===== src/rtl/gyro_pkg.sv =====
// gyro_pkg: shared definitions for the multi-channel gyro integrator.
//   - gyro_state_t : calibration / run sequencing states
//   - DEF_*        : default parameter values for gyro_integrator
//   - sat_add      : signed add clamped to a w-bit two's-complement range,
//                    used when GYRO_ACC_SAT_EN is defined
package gyro_pkg;

    typedef enum logic [1:0] {
        CAL_ACC = 2'd0,
        CAL_DIV = 2'd1,
        RUN     = 2'd2
    } gyro_state_t;

    localparam int DEF_NUM_CH    = 3;
    localparam int DEF_DATA_W    = 16;
    localparam int DEF_ACC_W     = 48;
    localparam int DEF_CAL_LOG2  = 8;
    localparam int DEF_DEADBAND  = 200;
    localparam int DEF_OUT_SHIFT = 28;

    // Operands must already be sign-extended w-bit values (w <= 64), so the
    // 65-bit sum is exact and a simple compare against the limits suffices.
    function automatic logic signed [63:0] sat_add(
        input logic signed [63:0] a,
        input logic signed [63:0] b,
        input int unsigned        w
    );
        logic signed [64:0] s;
        logic signed [64:0] mx;
        logic signed [64:0] mn;
        s  = 65'(a) + 65'(b);
        mx = (65'sd1 <<< (w - 1)) - 65'sd1;
        mn = -mx - 65'sd1;
        if (s > mx)      return mx[63:0];
        else if (s < mn) return mn[63:0];
        else             return s[63:0];
    endfunction

endpackage


===== src/rtl/gyro_chan.sv =====
// gyro_chan: one rate channel of the gyro integrator.
//   Holds the calibration sum, the bias, the deadband compare and the
//   angle accumulator. Sequencing comes from the top-level FSM as strobes.
// Ports:
//   clk, reset   clock and synchronous active-high reset
//   clear        discard sum, bias, accumulator and angle (recalibration)
//   cal_acc      add rate into the calibration sum
//   cal_div      latch bias = sum / 2^CAL_LOG2
//   run          integrate the bias-corrected rate and update angle
//   rate         signed input rate
//   angle        registered signed angle (acc >>> OUT_SHIFT, truncated)
// Build option: GYRO_ACC_SAT_EN makes the accumulator saturate instead of wrap.
module gyro_chan
    import gyro_pkg::*;
#(
    parameter int DATA_W    = DEF_DATA_W,
    parameter int ACC_W     = DEF_ACC_W,
    parameter int CAL_LOG2  = DEF_CAL_LOG2,
    parameter int DEADBAND  = DEF_DEADBAND,
    parameter int OUT_SHIFT = DEF_OUT_SHIFT
) (
    input  logic              clk,
    input  logic              reset,
    input  logic              clear,
    input  logic              cal_acc,
    input  logic              cal_div,
    input  logic              run,
    input  logic [DATA_W-1:0] rate,
    output logic [DATA_W-1:0] angle
);

    localparam int SUM_W = DATA_W + CAL_LOG2;
    localparam logic signed [DATA_W+1:0] DB = (DATA_W + 2)'(DEADBAND);

    logic signed [SUM_W-1:0]  sum_reg;
    logic signed [DATA_W-1:0] bias_reg;
    logic signed [ACC_W-1:0]  acc_reg;
    logic signed [ACC_W-1:0]  acc_next;
    logic signed [ACC_W-1:0]  contrib;
    logic [DATA_W-1:0]        angle_reg;
    logic [DATA_W-1:0]        angle_next;
    logic signed [DATA_W-1:0] rate_s;
    logic signed [DATA_W:0]   corr;
    logic signed [DATA_W+1:0] corr_x;
    logic                     in_band;

    assign rate_s = $signed(rate);

    // One extra bit keeps rate - bias exact for any pair of DATA_W values.
    assign corr    = {rate_s[DATA_W-1], rate_s} - {bias_reg[DATA_W-1], bias_reg};
    assign corr_x  = {corr[DATA_W], corr};
    assign in_band = (corr_x <= DB) && (corr_x >= -DB);
    assign contrib = in_band ? '0 : {{(ACC_W - DATA_W - 1){corr[DATA_W]}}, corr};

`ifdef GYRO_ACC_SAT_EN
    assign acc_next = ACC_W'(sat_add(64'(acc_reg), 64'(contrib), ACC_W));
`else
    assign acc_next = acc_reg + contrib;
`endif

    // Angle is taken from the post-update accumulator so that it is valid in
    // the same cycle out_valid is raised.
    generate
        if (OUT_SHIFT + DATA_W <= ACC_W) begin : g_slice
            assign angle_next = acc_next[OUT_SHIFT +: DATA_W];
        end else begin : g_ext
            logic [ACC_W+DATA_W-1:0] acc_ext;
            assign acc_ext    = {{DATA_W{acc_next[ACC_W-1]}}, acc_next};
            assign angle_next = acc_ext[OUT_SHIFT +: DATA_W];
        end
    endgenerate

    always_ff @(posedge clk) begin
        if (reset || clear) begin
            sum_reg   <= '0;
            bias_reg  <= '0;
            acc_reg   <= '0;
            angle_reg <= '0;
        end else begin
            if (cal_acc) sum_reg <= sum_reg + SUM_W'(rate_s);
            // Exactly 2^CAL_LOG2 samples, so the upper DATA_W bits are the
            // arithmetic-shifted mean.
            if (cal_div) bias_reg <= sum_reg[CAL_LOG2 +: DATA_W];
            if (run) begin
                acc_reg   <= acc_next;
                angle_reg <= angle_next;
            end
        end
    end

    assign angle = angle_reg;

endmodule


===== src/rtl/gyro_integrator.sv =====
// gyro_integrator: NUM_CH-channel gyro rate integrator with bias calibration.
//   Calibrates a per-channel bias over 2^CAL_LOG2 valid samples, then
//   integrates deadbanded, bias-corrected rates into wide accumulators.
// Ports:
//   clk, reset   clock and synchronous active-high reset
//   in_valid     in_rate carries a new sample set
//   in_rate      packed signed rates, channel i at [i*DATA_W +: DATA_W]
//   recal        pulse: drop bias/angles and restart calibration
//   angle_out    packed signed angles, same packing as in_rate
//   out_valid    angle_out updated this cycle
//   calibrating  high while in CAL_ACC or CAL_DIV
// Build option: GYRO_ACC_SAT_EN selects saturating accumulators.
module gyro_integrator
    import gyro_pkg::*;
#(
    parameter int NUM_CH    = DEF_NUM_CH,
    parameter int DATA_W    = DEF_DATA_W,
    parameter int ACC_W     = DEF_ACC_W,
    parameter int CAL_LOG2  = DEF_CAL_LOG2,
    parameter int DEADBAND  = DEF_DEADBAND,
    parameter int OUT_SHIFT = DEF_OUT_SHIFT
) (
    input  logic                     clk,
    input  logic                     reset,
    input  logic                     in_valid,
    input  logic [NUM_CH*DATA_W-1:0] in_rate,
    input  logic                     recal,
    output logic [NUM_CH*DATA_W-1:0] angle_out,
    output logic                     out_valid,
    output logic                     calibrating
);

    gyro_state_t         state_reg, state_next;
    logic [CAL_LOG2-1:0] cnt_reg, cnt_next;
    logic                out_valid_reg;
    logic                cal_acc, cal_div, run;

    always_ff @(posedge clk) begin
        if (reset) begin
            state_reg     <= CAL_ACC;
            cnt_reg       <= '0;
            out_valid_reg <= 1'b0;
        end else begin
            state_reg     <= state_next;
            cnt_reg       <= cnt_next;
            out_valid_reg <= run;
        end
    end

    always_comb begin
        state_next = state_reg;
        cnt_next   = cnt_reg;
        cal_acc    = 1'b0;
        cal_div    = 1'b0;
        run        = 1'b0;
        if (recal) begin
            // Any sample in this cycle is dropped.
            state_next = CAL_ACC;
            cnt_next   = '0;
        end else begin
            case (state_reg)
                CAL_ACC: begin
                    if (in_valid) begin
                        cal_acc  = 1'b1;
                        cnt_next = cnt_reg + CAL_LOG2'(1);
                        if (&cnt_reg) state_next = CAL_DIV;
                    end
                end
                CAL_DIV: begin
                    cal_div    = 1'b1;
                    state_next = RUN;
                end
                RUN:     run = in_valid;
                default: state_next = CAL_ACC;
            endcase
        end
    end

    generate
        for (genvar gi = 0; gi < NUM_CH; gi++) begin : g_ch
            gyro_chan #(
                .DATA_W   (DATA_W),
                .ACC_W    (ACC_W),
                .CAL_LOG2 (CAL_LOG2),
                .DEADBAND (DEADBAND),
                .OUT_SHIFT(OUT_SHIFT)
            ) u_chan (
                .clk    (clk),
                .reset  (reset),
                .clear  (recal),
                .cal_acc(cal_acc),
                .cal_div(cal_div),
                .run    (run),
                .rate   (in_rate[gi*DATA_W +: DATA_W]),
                .angle  (angle_out[gi*DATA_W +: DATA_W])
            );
        end
    endgenerate

    assign out_valid   = out_valid_reg;
    assign calibrating = (state_reg != RUN);

endmodule


===== config.mk =====
export PLATFORM = sky130hd
export DESIGN_NAME = gyro_integrator
export DESIGN_NICKNAME = d
export VERILOG_FILES = /design/src/rtl/gyro_pkg.sv /design/src/rtl/gyro_chan.sv /design/src/rtl/gyro_integrator.sv
export SDC_FILE = /design/constraint.sdc
export NUM_CORES = 1
export LEC_CHECK = 0
export BUFFER_PORTS_ARGS = -buffer_cell sky130_fd_sc_hd__buf_2
export CORE_MARGIN = 1.5
export CORE_UTILIZATION = 60
export DETAILED_ROUTE_END_ITERATION = 6
export HOLD_SLACK_MARGIN = 0.1
export PLACE_DENSITY = 0.76
export SLEW_MARGIN = 10
export SYNTH_ARGS = -nofsm -noshare
export SYNTH_HDL_FRONTEND = slang
export SYNTH_SLANG_ARGS = --single-unit

===== constraint.sdc =====
create_clock -name clk -period 7.6 [get_ports clk]
set_input_delay 1.14 -clock clk [delete_from_list [all_inputs] [get_ports clk]]
set_output_delay 1.14 -clock clk [all_outputs]
set_load 0.01 [all_outputs]

[Yosys cells after proc, flatten, opt, wreduce, memory -nomap -nowiden]
Cells that the tools add are included.
Storage, ports and cells
  word-level logic and storage cells: 59
  bits of input ports: 52
  output and inout port bits: 50
  bits in registers: 323
Cells by class
  equal/unequal tests: 5
  mux-type cells: 13
  add/subtract/negate cells: 10
  bitwise logic cells: 1
  reductions and logical operators: 9
  order comparisons: 6
Operator list (count)
  $add 48x48->48: 3
  $mux 48: 3
  $add 24x16->24: 3
  $ge 17x9->1 const B: 3
  $le 17x9->1 const B: 3
  $sub 16x16->17: 3
  $add 8x1->8 const B: 1
  $reduce_and 8->1: 1
  $mux 1: 7
  $ne 2x2->1 const B: 3
  $pmux 2 s3: 1
  $mux 2: 2
  $logic_and 1x1->1: 3
  $reduce_and 3->1: 1
  $eq 2x1->1 const B: 1
  $eq 2x2->1 const B: 1
  $logic_not 2->1: 1
  $reduce_and 2->1: 1
  $reduce_or 2->1: 1
  $logic_or 1x1->1: 1
  $not 1->1: 1

[Logic depth before layout (Yosys ltp)]
  depth after elaboration: 5
  depth in mapped cells: 28
  mapped depth without buffers: 27

[Hierarchy]
A second synthesis with hierarchy kept.
Second synthesis, totals
  cells, all modules: 2807
  area total of the unflattened synthesis: 22539.1 um2
By module, submodules not included
  gyro_chan (g_ch[0].u_chan ...): cells an instance 906, times used 2, sequential area each 1681.6 um2, area each 7342.0 um2
  gyro_chan (g_ch[2].u_chan): cells an instance 939, times used 1, sequential area each 1681.6 um2, area each 7362.1 um2
  gyro_integrator: cells an instance 56, times used 1, sequential area each 220.2 um2, area each 493.0 um2

[Worst setup path before layout]
Ideal clock, no wire load.
  path kind: input to register
  from: input port in_rate[16]
  to: register g_ch[1].u_chan.angle_reg[10]
  arrival: 6700 ps
  slack: 768 ps
  stages on the path: 25
  buffers on the path: 1
  data required time: 7468 ps
  library setup time: 132 ps
  cells stage by stage: inv_1 > ha_1 > fa_1 > nor2b_1 > o31a_1 > o31ai_1 > a21o_1 > a21boi_1 > nor4_1 > a211oi_1 > nor4b_2 > nor2_1 > ha_1 > clkbuf_1 > a211o_1 > a21oi_1 > nor3_1 > or3_1 > a221o_1 > a2111oi_0 > o21a_1 > a21oi_1 > or3_1 > nand3_1 > a21oi_1
Between the ends
  word-level cells in the longest chain between the ends: 5
  elaborated cells between the ends (all ways): 6
  classes of those cells: add/sub: 2; order compare: 2; mux: 1; reduce/logical: 1
RTL lines
  start, declared: RTL line gyro_integrator.sv:26  | input logic [NUM_CH*DATA_W-1:0] in_rate,
  $sub 16x16->17 (*): RTL line gyro_chan.sv:50  | assign corr = {rate_s[DATA_W-1], rate_s} - {bias_reg[DATA_W-1], bias_reg};
  $le 17x9->1 / $ge 17x9->1 (equally long branches): RTL line gyro_chan.sv:52  | assign in_band = (corr_x <= DB) && (corr_x >= -DB);
  $logic_and 1x1->1: RTL line gyro_chan.sv:52
  $mux 48 (*): RTL line gyro_chan.sv:53  | assign contrib = in_band ? '0 : {{(ACC_W - DATA_W - 1){corr[DATA_W]}}, corr};
  $add 48x48->48 (*): RTL line gyro_chan.sv:58  | assign acc_next = acc_reg + contrib;
  end signal, assigned: RTL line gyro_chan.sv:86  | angle_reg <= angle_next;
  end, declared: RTL line gyro_chan.sv:40  | logic [DATA_W-1:0] angle_reg;
Mark *: on every way between the ends. The rest lies on a longest branch, timed or not.
A chain may end at the register's enable or synchronous reset.

[Worst setup path after layout]
  from: input port in_rate[32]
  to: register g_ch[2].u_chan.acc_reg[36]
Between the ends
  word-level cells in the longest chain between the ends: 5
  elaborated cells between the ends (all ways): 6
  classes of those cells: add/sub: 2; order compare: 2; mux: 1; reduce/logical: 1
RTL lines
  $sub 16x16->17 (*): RTL line gyro_chan.sv:50
  $le 17x9->1 / $ge 17x9->1 (equally long branches): RTL line gyro_chan.sv:52
  $logic_and 1x1->1: RTL line gyro_chan.sv:52
  $mux 48 (*): RTL line gyro_chan.sv:53
  $add 48x48->48 (*): RTL line gyro_chan.sv:58
  end signal, assigned: RTL line gyro_chan.sv:85  | acc_reg <= acc_next;
  end, declared: RTL line gyro_chan.sv:37  | logic signed [ACC_W-1:0] acc_reg;
Marked as above.

==> flow_summary.toml <==
[layout]
nFillCells = 3114
multi_input_area_um2 = 15190
areaGrowthSynthToFinish_pct = 7.601
finalInstanceArea_um2 = 23240
layout-drive-gt1-share_pct = 7.608
largest_reg_flops = 102
seq_area_um2 = 5265
fin_nets = 3189

[run_status]
status = "finished, final reports clean"

[timing]
rsz0062_at_grt = "false"
worst_pin_slew_ns = 1.111
fin_crit_ns = 6.963
slew_violations = 0
clock.fmax_mhz = 143.6
setup_tns_ns = 0
slew_headroom_pct = 25.94
setup_viol = 0
hold_viol = 0
timing.final.crit_share_pct = 91.61
skew_ns = 0.01094

[logic_synthesis]
synth-edff-count = 0
avgSynthCellArea_um2 = 7.510
synth_warnings = 0
synth_cell_types = 91
synth-seq-cells = 263
post_synth_instance_area_um2 = 21600
seq_area_frac_synth_pct = 24.38
syn_nets = 3184
synth_flop_cell = "dfxtp_1"
ys_async_sr_fraction_pct = 0
netlist_instances = 2876

[setup_path]
cp.required_ns = 8.05
rrSetupSlack_ns = 1.05
worstSetupPathType = "in2reg"
r2r-end = "g_ch[1].u_chan.acc_reg[26]"
crit_slowest_cell = "o41ai_4"
cp-endpoint = "g_ch[2].u_chan.acc_reg[36]"
cp_top_family = "compound AO/OA/AOI/OAI gates"
cp-startpoint = "in_rate[32]"
r2r_cells = 25
rr_startpoint = "g_ch[1].u_chan.bias_reg[2]"
critPathBufInv = 2
cp_max_fo = 15
start_kind = "input port"
cp_data_arrival_time_ns = 7.42
slowest_delay_ns = 0.66
cp.depth = 26
critPathCaptureType = "register"

[die]
start_util_pct = 60.87
die_y_um = 192.7
dieArea_um2 = 37140
pin_count = 102
core_um2 = 35480
row_count = 69
die_x_um = 192.7

[global_route]
grt_pass1_wl_mm = 90.70
antenna_found_initial = 4
grt_overflow_total = 0
grt_usage_pct = 29.29
grt_pass1_vias = 19090
grt_max_degree = 171

[power]
p_switching_w = 0.001057
swShare_pct = 28.48
power_w = 0.003710
p_comb_share_pct = 18.0
seqPwrFrac_pct = 38.0
p_int_w = 0.002653
pwr_density_cell_nw_per_um2 = 159.6
clkPwrFrac_pct = 44.0
ir_drop_uv = 138.6
p_leak_nw = 10.02

[clock_network]
postCtsSetupRepairBufs = 0
cts_buffer_depth = 3
cts_tree = "built"
cts_sinks = 263
cts_buffers = 34
cts_root_buf = "clkbuf_16"
cts_hold_buffers = 0
cts_resized = 0
htreeDepth = 2
clkSlewWorstSetupHoldPaths_ns = 0.06
worstSkewPairLatency_ns = 0.53

[drt]
drc = 0
antenna_left = 0
finalWirelength_mm = 54.92
first_pass_iters = 5
wl_per_cell_um = 16.31
drt_iter0_drc = 1179
via_per_inst = 6.032
vias = 20310

[run]
max-cap-violations = 0

[placed_design]
globalplace.congestion = 0.9173
postPlaceCellArea_um2 = 22090
dp_hpwl_mm = 39.13
port_buffers = 101

[worst_hold_path]
hp-start = "g_ch[0].u_chan.sum_reg[6]"
holdCritPathClass = "reg2reg"
cell usage in the layout (no fill, tap or decap), types with 8 or more instances in the layout:
cell and instances:
xnor2_1 123, a211oi_1 48, clkbuf_8 8, nand3b_1 8, fa_1 9, clkinv_2 11, o31ai_1 21, nor2_1 202
nor3_1 44, dfxtp_1 263, or3_1 30, a211o_1 10, o21bai_1 22, o31a_1 11, nor2b_1 23, a31oi_1 29
nand2_1 469, clkbuf_16 37, nor4_1 12, xor2_1 73, ha_1 247, and2_1 9, a21oi_1 376, inv_1 121
nand4_1 22, nand2b_1 28, o21ai_1 10, o211ai_1 14, o21a_1 45, buf_4 13, o21ai_0 125, a21o_1 99
buf_2 101, and3_1 18, nand3_1 78
routing by layer:
metal  vias to the layer above  GRT usage (%)  part of all wire [%]
met1                      9513          37.80                    45
met4                         6          10.91                   3.5
met2                       432          49.68                    46
met5                         -              0                 0.058
li1                      10230              -                     -
met3                       125          3.746                   4.9
cell families (layout without fill, tap and decap cells):
group	Yosys count	count (layout)	synth area share [%]
AO/OA/AOI/OAI	897	897	26.02
XOR/XNOR	196	196	7.948
adder cells (fa/ha/maj)	256	256	15.14
buffers and inverters	267	296	5.544
flip-flops	263	263	24.38
multiplexers	4	4	0.2433
other	0	1	0
AND/OR/NAND/NOR	993	993	20.72
power groups by stage:
stage	sequential [W]	clock, W	combinational [W]
after floorplan	0.00144	0	0.000512
after global placement	0.00144	0	0.000637
after detailed placement	0.00144	0	0.000655
after CTS	0.00141	0.00166	0.000661
after global routing	0.00141	0.00171	0.000745
final	0.00141	0.00163	0.000669
worst min-delay path, cell delays in order (launching register included):
cell and delay (ns):
dfxtp_1 0.31, nand2_1 0.05, a21oi_1 0.05
synthesized netlist by cell type, drive strengths merged (45+ instances only):
| library cell | instances | area [um^2] |
|---|---|---|
| xor2 | 73 | 639.4 |
| ha | 247 | 3090 |
| o21ai | 136 | 684.4 |
| nor3 | 45 | 225.2 |
| nand2 | 469 | 1760 |
| nor2 | 205 | 769.5 |
| a211oi | 48 | 360.4 |
| dfxtp | 263 | 5265 |
| o21a | 46 | 346.6 |
| xnor2 | 123 | 1077 |
| a21o | 101 | 760.7 |
| buf | 62 | 426.7 |
| nand3 | 78 | 390.4 |
| clkbuf | 84 | 316.6 |
| inv | 121 | 454.2 |
| a21oi | 378 | 1899 |
stage by stage:
| step | hold WS [ns] | util, % | worst slack (ns) | instances |
|---|---|---|---|---|
| 3_3_place_gp | 0.4420 | 62.27 | 0.1665 | 3306 |
| 6_report | 0.4506 | 65.50 | 0.6373 | 3367 |
| 4_1_cts | 0.4539 | 65.46 | 0.3988 | 3366 |
| 5_1_grt | 0.4716 | 65.50 | 0.1279 | 3367 |
| 3_5_place_dp | 0.4465 | 62.27 | -0.1295 | 3306 |
| 2_1_floorplan | 0.4356 | - | 0.7676 | 2876 |
cell type report:
class                   instances  area share [%]
diodes                          1         0.01077
clock inverters                12          0.3661
multi-input cells            2346           65.34
inverters                     121           1.954
repair buffers                115           2.681
flip-flops and latches        263           22.66
clock buffers                  48           4.506
well taps                     461           2.482
how the worst min path moves through the flow:
stage,cells after the start,end,slack (ns)
5_1_grt,2,g_ch[0].u_chan.bias_reg[15],0.47
2_1_floorplan,2,g_ch[2].u_chan.sum_reg[6],0.44
4_1_cts,2,g_ch[0].u_chan.bias_reg[15],0.45
3_5_place_dp,2,g_ch[0].u_chan.bias_reg[3],0.45
3_3_place_gp,2,g_ch[1].u_chan.sum_reg[2],0.44
6_report,2,g_ch[0].u_chan.sum_reg[6],0.45
Note: power is estimated with default switching activity, not from simulation.
